File: config.mk
export PLATFORM = sky130hd
export DESIGN_NAME = div32_16_seq
export DESIGN_NICKNAME = d
export VERILOG_FILES = /design/src/rtl/div_pkg.sv /design/src/rtl/div_step.sv /design/src/rtl/div32_16_seq.sv
export SDC_FILE = /design/constraint.sdc
export NUM_CORES = 1
export LEC_CHECK = 0
export ABC_AREA = 1
export ABC_CLOCK_PERIOD_IN_PS = 1800
export CAP_MARGIN = 30
export CORE_MARGIN = 2
export CORE_UTILIZATION = 50
export CTS_BUF_LIST = sky130_fd_sc_hd__clkbuf_4
export DETAILED_ROUTE_END_ITERATION = 6
export GPL_TIMING_DRIVEN = 0
export PLACE_DENSITY = 0.78
export SLEW_MARGIN = 20
export SYNTH_ARGS = -nofsm -noshare
export SYNTH_HDL_FRONTEND = slang
export SYNTH_HIERARCHICAL = 1
export SYNTH_SLANG_ARGS = --single-unit
export TNS_END_PERCENT = 100
File: constraint.sdc
create_clock -name clk -period 1.8 [get_ports clk]
set_input_delay 0.54 -clock clk [delete_from_list [all_inputs] [get_ports clk]]
set_output_delay 0.54 -clock clk [all_outputs]
set_load 0.02 [all_outputs]
File: src/rtl/div_pkg.sv
// Shared constants and FSM encoding for the sequential 32/16 divider.
package div_pkg;

  localparam int DIVIDEND_W = 32;
  localparam int DIVISOR_W  = 16;
  localparam int ITER_N     = 32;
  localparam int CNT_W      = 5;

  typedef enum logic [2:0] {
    ST_IDLE = 3'd0,
    ST_PREP = 3'd1,
    ST_CALC = 3'd2,
    ST_FIX  = 3'd3,
    ST_DONE = 3'd4
  } div_state_e;

  // Conditional two's-complement negate used for magnitudes and final signs.
  function automatic logic [DIVIDEND_W-1:0] neg32_if(input logic neg,
                                                     input logic [DIVIDEND_W-1:0] v);
    neg32_if = neg ? (~v + 32'd1) : v;
  endfunction

  function automatic logic [DIVISOR_W-1:0] neg16_if(input logic neg,
                                                    input logic [DIVISOR_W-1:0] v);
    neg16_if = neg ? (~v + 16'd1) : v;
  endfunction

endpackage

File: src/rtl/div_step.sv
// One restoring-division iteration: shift in the next dividend bit, subtract
// the divisor when it fits, and report the resulting quotient bit.
module div_step
  import div_pkg::*;
(
  input  logic [DIVISOR_W:0]   rem_in,
  input  logic                 bit_in,
  input  logic [DIVISOR_W-1:0] divisor,
  output logic [DIVISOR_W:0]   rem_out,
  output logic                 q_bit
);

  // One extra bit above the 17-bit remainder keeps the compare exact even
  // when the incoming remainder has its top bit set (divide-by-zero case).
  logic [DIVISOR_W+1:0] shifted;
  logic [DIVISOR_W+1:0] diff;

  // Compare-and-subtract for a single quotient bit.
  always_comb begin
    shifted = {rem_in, bit_in};
    diff    = shifted - {2'b00, divisor};
    q_bit   = (shifted >= {2'b00, divisor});
    rem_out = q_bit ? diff[DIVISOR_W:0] : shifted[DIVISOR_W:0];
  end

endmodule

File: src/rtl/div32_16_seq.sv
// Sequential 32/16 truncating divider, one quotient bit per cycle.
//
// Handshake: operands transfer on a rising edge where in_valid && in_ready
// (in_ready is high only in IDLE); results transfer on a rising edge where
// out_valid && out_ready (out_valid is high only in DONE). Results hold
// stable while out_valid is high and out_ready is low.
module div32_16_seq
  import div_pkg::*;
#(
  parameter int SIGNED = 1
) (
  input  logic                  clk,
  input  logic                  rst_n,
  input  logic                  in_valid,
  output logic                  in_ready,
  input  logic [DIVIDEND_W-1:0] dividend,
  input  logic [DIVISOR_W-1:0]  divisor,
  output logic                  out_valid,
  input  logic                  out_ready,
  output logic [DIVIDEND_W-1:0] quotient,
  output logic [DIVISOR_W-1:0]  remainder,
  output logic                  div_by_zero,
  output logic [2:0]            dbg_state
);

  div_state_e            state_q,   state_d;
  logic [CNT_W-1:0]      cnt_q,     cnt_d;
  logic [DIVIDEND_W-1:0] op_a_q,    op_a_d;     // raw latched dividend
  logic [DIVISOR_W-1:0]  op_b_q,    op_b_d;     // raw latched divisor
  logic [DIVIDEND_W-1:0] dvd_q,     dvd_d;      // dividend magnitude, shifted out MSB first
  logic [DIVISOR_W-1:0]  dsr_q,     dsr_d;      // divisor magnitude
  logic                  q_neg_q,   q_neg_d;
  logic                  r_neg_q,   r_neg_d;
  logic [DIVISOR_W:0]    rem_q,     rem_d;      // partial remainder
  logic [DIVIDEND_W-1:0] quo_q,     quo_d;      // quotient magnitude, shifted in LSB
  logic                  in_ready_q,  in_ready_d;
  logic                  out_valid_q, out_valid_d;
  logic [DIVIDEND_W-1:0] quotient_q,  quotient_d;
  logic [DIVISOR_W-1:0]  remainder_q, remainder_d;
  logic                  dbz_q,       dbz_d;

  logic                  a_neg;
  logic                  b_neg;
  logic [DIVISOR_W:0]    step_rem;
  logic                  step_q;

  div_step u_step (
    .rem_in  (rem_q),
    .bit_in  (dvd_q[DIVIDEND_W-1]),
    .divisor (dsr_q),
    .rem_out (step_rem),
    .q_bit   (step_q)
  );

  // Next-state and datapath update for every FSM state.
  always_comb begin
    state_d     = state_q;
    cnt_d       = cnt_q;
    op_a_d      = op_a_q;
    op_b_d      = op_b_q;
    dvd_d       = dvd_q;
    dsr_d       = dsr_q;
    q_neg_d     = q_neg_q;
    r_neg_d     = r_neg_q;
    rem_d       = rem_q;
    quo_d       = quo_q;
    in_ready_d  = in_ready_q;
    out_valid_d = out_valid_q;
    quotient_d  = quotient_q;
    remainder_d = remainder_q;
    dbz_d       = dbz_q;
    a_neg       = (SIGNED != 0) && op_a_q[DIVIDEND_W-1];
    b_neg       = (SIGNED != 0) && op_b_q[DIVISOR_W-1];

    case (state_q)
      ST_IDLE: begin
        if (in_valid) begin
          op_a_d     = dividend;
          op_b_d     = divisor;
          in_ready_d = 1'b0;
          state_d    = ST_PREP;
        end
      end
      ST_PREP: begin
        // Magnitudes of the most negative values still fit unsigned.
        dvd_d   = neg32_if(a_neg, op_a_q);
        dsr_d   = neg16_if(b_neg, op_b_q);
        q_neg_d = a_neg ^ b_neg;
        r_neg_d = a_neg;
        rem_d   = '0;
        quo_d   = '0;
        cnt_d   = '0;
        state_d = ST_CALC;
      end
      ST_CALC: begin
        dvd_d = {dvd_q[DIVIDEND_W-2:0], 1'b0};
        rem_d = step_rem;
        quo_d = {quo_q[DIVIDEND_W-2:0], step_q};
        if (cnt_q == CNT_W'(ITER_N - 1)) begin
          cnt_d   = '0;
          state_d = ST_FIX;
        end else begin
          cnt_d = cnt_q + 1'b1;
        end
      end
      ST_FIX: begin
        if (dsr_q == '0) begin
          quotient_d  = '1;
          remainder_d = op_a_q[DIVISOR_W-1:0];
          dbz_d       = 1'b1;
        end else begin
          quotient_d  = neg32_if(q_neg_q, quo_q);
          remainder_d = neg16_if(r_neg_q, rem_q[DIVISOR_W-1:0]);
          dbz_d       = 1'b0;
        end
        out_valid_d = 1'b1;
        state_d     = ST_DONE;
      end
      ST_DONE: begin
        if (out_ready) begin
          out_valid_d = 1'b0;
          in_ready_d  = 1'b1;
          state_d     = ST_IDLE;
        end
      end
      default: begin
        state_d     = ST_IDLE;
        in_ready_d  = 1'b1;
        out_valid_d = 1'b0;
      end
    endcase
  end

  // State register with synchronous active-low reset clearing everything.
  always_ff @(posedge clk) begin
    if (!rst_n) begin
      state_q     <= ST_IDLE;
      cnt_q       <= '0;
      op_a_q      <= '0;
      op_b_q      <= '0;
      dvd_q       <= '0;
      dsr_q       <= '0;
      q_neg_q     <= 1'b0;
      r_neg_q     <= 1'b0;
      rem_q       <= '0;
      quo_q       <= '0;
      in_ready_q  <= 1'b1;
      out_valid_q <= 1'b0;
      quotient_q  <= '0;
      remainder_q <= '0;
      dbz_q       <= 1'b0;
    end else begin
      state_q     <= state_d;
      cnt_q       <= cnt_d;
      op_a_q      <= op_a_d;
      op_b_q      <= op_b_d;
      dvd_q       <= dvd_d;
      dsr_q       <= dsr_d;
      q_neg_q     <= q_neg_d;
      r_neg_q     <= r_neg_d;
      rem_q       <= rem_d;
      quo_q       <= quo_d;
      in_ready_q  <= in_ready_d;
      out_valid_q <= out_valid_d;
      quotient_q  <= quotient_d;
      remainder_q <= remainder_d;
      dbz_q       <= dbz_d;
    end
  end

  assign in_ready    = in_ready_q;
  assign out_valid   = out_valid_q;
  assign quotient    = quotient_q;
  assign remainder   = remainder_q;
  assign div_by_zero = dbz_q;
  assign dbg_state   = state_q;

endmodule

==> run_results.csv <==
group,metric,value,unit
layout,drive_above_1_share,19.1,%
sta,tightest_slew,0.871,ns
routing,wl,36800,um
die,die_y,157,um
run,maxCapViolCount,0,
placed_design,gp_congestion,0.945,
die,std_cell_rows,56,
routing,drc,0,
clocking,cts.sinks,206,
worst_setup_path,arrival,2.55,ns
routing,wl_per_cell,15.6,um
layout,area_growth,23.1,%
sta,layout_min_cycle_time,2.03,ns
sta,slew_viol_final,0,
worst_setup_path,worst-r2r-setup-slack,-0.23,ns
routing,via_per_inst,5.32,
clocking,path_clk_slew,0.07,ns
worst_setup_path,timing.rr.start,"dvd_q[31]",
sta,hold_slack,0.431,ns
sta,setup_viol,18,
power,vdd_drop_max,0.000832,V
routing,vias,12516,
sta,finClkSkew,0.0449,ns
hold_path,hold_class,"in -> reg",
sta,finalHoldViolations,0,
layout,fill_cells,2308,
worst_setup_path,critical_path_class,"reg -> reg",
sta,fin_crit_sh,113,%
power,p_per_area,1380,nW/um2
worst_setup_path,crit_start,"dvd_q[31]",
layout,design_area,14400,um2
yosys,avgSynthCellArea,6.49,um2
hold_path,min_path_cells,4,
die,start_util,50.4,%
worst_setup_path,critPathSlowestCell,"fa_2",
placed_design,dpl-instance-area,13300,um2
clocking,htreeDepth,2,
clocking,cts_tree,"done",
yosys,syn-num-nets,1882,
layout,regArea,4190,um2
global_route,first_global_vias,11499,
die,coreArea,23300,um2
global_route,track_usage,29.2,%
power,p_leak,0.00650,uW
sta,maxSlewHeadroom,41.9,%
worst_setup_path,max_stage_delay,0.38,ns
die,die_x,157,um
clocking,cts-root-buf,"clkbuf_4",
yosys,syn_inst,1807,
yosys,syn_area,11700,um2
die,die_area,24700,um2
clocking,cts_buffer_depth,3,
yosys,synth_seq_cells,206,
global_route,antenna_found_initial,1,
worst_setup_path,critical_path_buf_inv_count,3,
routing,drt-pass1-iter-count,5,
yosys,yosysSeqAreaShare,35.2,%
worst_setup_path,r2r_cells,13,
layout,multiInputGateArea,6670,um2
hold_path,min_to,"op_a_q[9]",
worst_setup_path,worstPathRequired,2.32,ns
worst_setup_path,worst_path_dominant_cell_family,"simple AND/OR/NAND/NOR gates",
global_route,grt_max_degree,15,
sta,setup_slack,-0.228,ns
clocking,clk_latency,0.69,ns
die,design.portCount,106,
run_status,violations,"negative setup slack",
hold_path,hold_start,"rst_n",
yosys,ys_types,47,
sta,rsz0062_at_grt,"true",
global_route,grt_pass1_wl,57200,um
layout,finalNetCount,2069,
routing,drt_iter0_markers,935,
routing,postRouteAntennaNets,0,
yosys,yosys_warnings,6,
worst_setup_path,cp_max_fo,5,
clocking,cts_inserted_buffers,55,
worst_setup_path,path_cells,"inv_2 > ha_4 > inv_4 > fa_2 > nand3_2 > nand3_2 > nand2_4 > nand3_4 > buf_6 > nand2_2 > nand2_1 > nand2_1 > a21oi_2",
placed_design,dp_hpwl,27400,um
worst_setup_path,startpoint_type,"register",
run_status,status,"complete, but fails checks",
placed_design,port-buffer-count,104,
sta,max_freq,493,MHz
worst_setup_path,r2r-end,"rem_q[0]",
global_route,grt_remaining_overflow,0,
worst_setup_path,end_kind,"register",
per-stage QoR:
step	std cells	TNS [ns]	power [uW]	utilization (%)	setup slack, ns
2_1_floorplan	1807	0	11700	-	0.000274
3_3_place_gp	2230	-35.18	13600	57.2	-0.539
3_5_place_dp	2230	-36.21	13800	57.2	-0.549
4_1_cts	2335	-3.37	19000	60.5	-0.203
5_1_grt	2351	-4.73	21200	62.0	-0.305
6_report	2351	-3.35	19900	62.0	-0.228
metal layers:
metal / up-vias / GRT usage (%) / wire length (um)
met5: - / 0 / 0
met4: 0 / 10.3 / 1040
met3: 79 / 5.12 / 2640
met2: 493 / 49.9 / 17500
met1: 5673 / 37.2 / 15600
li1: 6271 / - / -
kinds of logic (layout without fill, tap and decap cells):
kind of cell	count (synthesis)	count (layout)	synth area share, %
adder cells (fa/ha/maj)	23	23	2.52
XOR/XNOR	26	26	1.94
AND/OR/NAND/NOR	857	857	31.6
flip-flops	206	206	35.2
buffers and inverters	330	554	12.0
other	0	1	0
AO/OA/AOI/OAI	365	365	16.8
cell usage in the layout, fill, tap and decap left out, types with 11 or more instances in the layout:
cell type / instances
a21oi_1: 172
a31oi_1: 20
buf_2: 65
buf_4: 40
buf_6: 19
clkbuf_1: 31
clkbuf_4: 77
clkdlybuf4s50_1: 50
clkinv_1: 13
dfxtp_1: 163
dfxtp_2: 38
ha_4: 16
inv_1: 226
inv_2: 18
nand2_1: 442
nand2_2: 36
nand2_4: 15
nand3_1: 137
nand4_1: 37
nor2_1: 141
nor2_2: 13
o211ai_1: 11
o21ai_0: 115
o22ai_1: 13
xor2_1: 23
power by group:
group | total, uW | internal [uW] | switching (uW)
clock | 4130 | 2210 | 1930
sequential | 5580 | 5110 | 472
combinational | 10200 | 3900 | 6320
total | 19900 | 11200 | 8710
worst reg2reg max path, cell delays in order (launching register included):
cell,delay (ns)
dfxtp_4,0.36
inv_2,0.07
ha_4,0.13
inv_4,0.04
fa_2,0.38
nand3_2,0.09
nand3_2,0.09
nand2_4,0.11
nand3_4,0.16
buf_6,0.19
nand2_2,0.05
nand2_1,0.06
nand2_1,0.08
a21oi_2,0.05
final cells by class:
type,instances,share of cell area [%]
Multi-Input combinational cell,1271,46.3
Buffer,85,3.44
Clock inverter,19,0.885
Inverter,245,6.43
Sequential cell,206,29.0
Antenna cell,1,0.0173
Timing Repair Buffer,130,7.26
Tap cell,319,2.77
Clock buffer,75,3.90
cells in the mapped netlist, drive strengths merged:
cell type / count / area [um2]
nand2: 493 / 1910
inv: 244 / 916
dfxtp: 206 / 4120
a21oi: 179 / 907
nor2: 163 / 662
nand3: 148 / 793
o21ai: 122 / 614
buf: 52 / 354
nand4: 38 / 253
clkbuf: 33 / 124
xor2: 24 / 210
ha: 22 / 275
a31oi: 20 / 125
o22ai: 13 / 81.3
o211ai: 11 / 82.6
a22oi: 9 / 67.6
nor3: 8 / 40.0
o31ai: 3 / 22.5
a21o: 2 / 15.0
and2: 2 / 15.0
nand3b: 2 / 15.0
nor4: 2 / 12.5
o21a: 2 / 15.0
xnor2: 2 / 17.5
a211oi: 1 / 7.51
a221oi: 1 / 8.76
clkinv: 1 / 8.76
fa: 1 / 20.0
o221ai: 1 / 8.76
o31a: 1 / 8.76
or2: 1 / 6.26
state kept, by name, summed over array words and instances (netlist names):
name,cells
dvd_q,32
op_a_q,32
quo_q,32
quotient,32
rem_q,17
dsr_q,16
op_b_q,16
remainder,16
cnt_q,5
dbg_state,3
div_by_zero,1
in_ready,1
out_valid,1
q_neg_q,1
r_neg_q,1
worst max path at each step:
| stage | endpoint | slack, ns | cells after the start |
|---|---|---|---|
| after floorplan | rem_q[8] | 0.0003 | 14 |
| after global placement | dsr_q[8] | -0.54 | 5 |
| after detailed placement | dsr_q[11] | -0.55 | 5 |
| after CTS | rem_q[12] | -0.20 | 13 |
| after global routing | rem_q[2] | -0.30 | 15 |
| final | rem_q[0] | -0.23 | 13 |
repair_timing:
item	CTS	global route
setup endpoints to repair	75	73
gates cloned	1	0
hold buffers	0	0
resized for setup	287	96
buffers inserted	10	15
pin swaps	31	19
(Power assumes the default switching activity.)
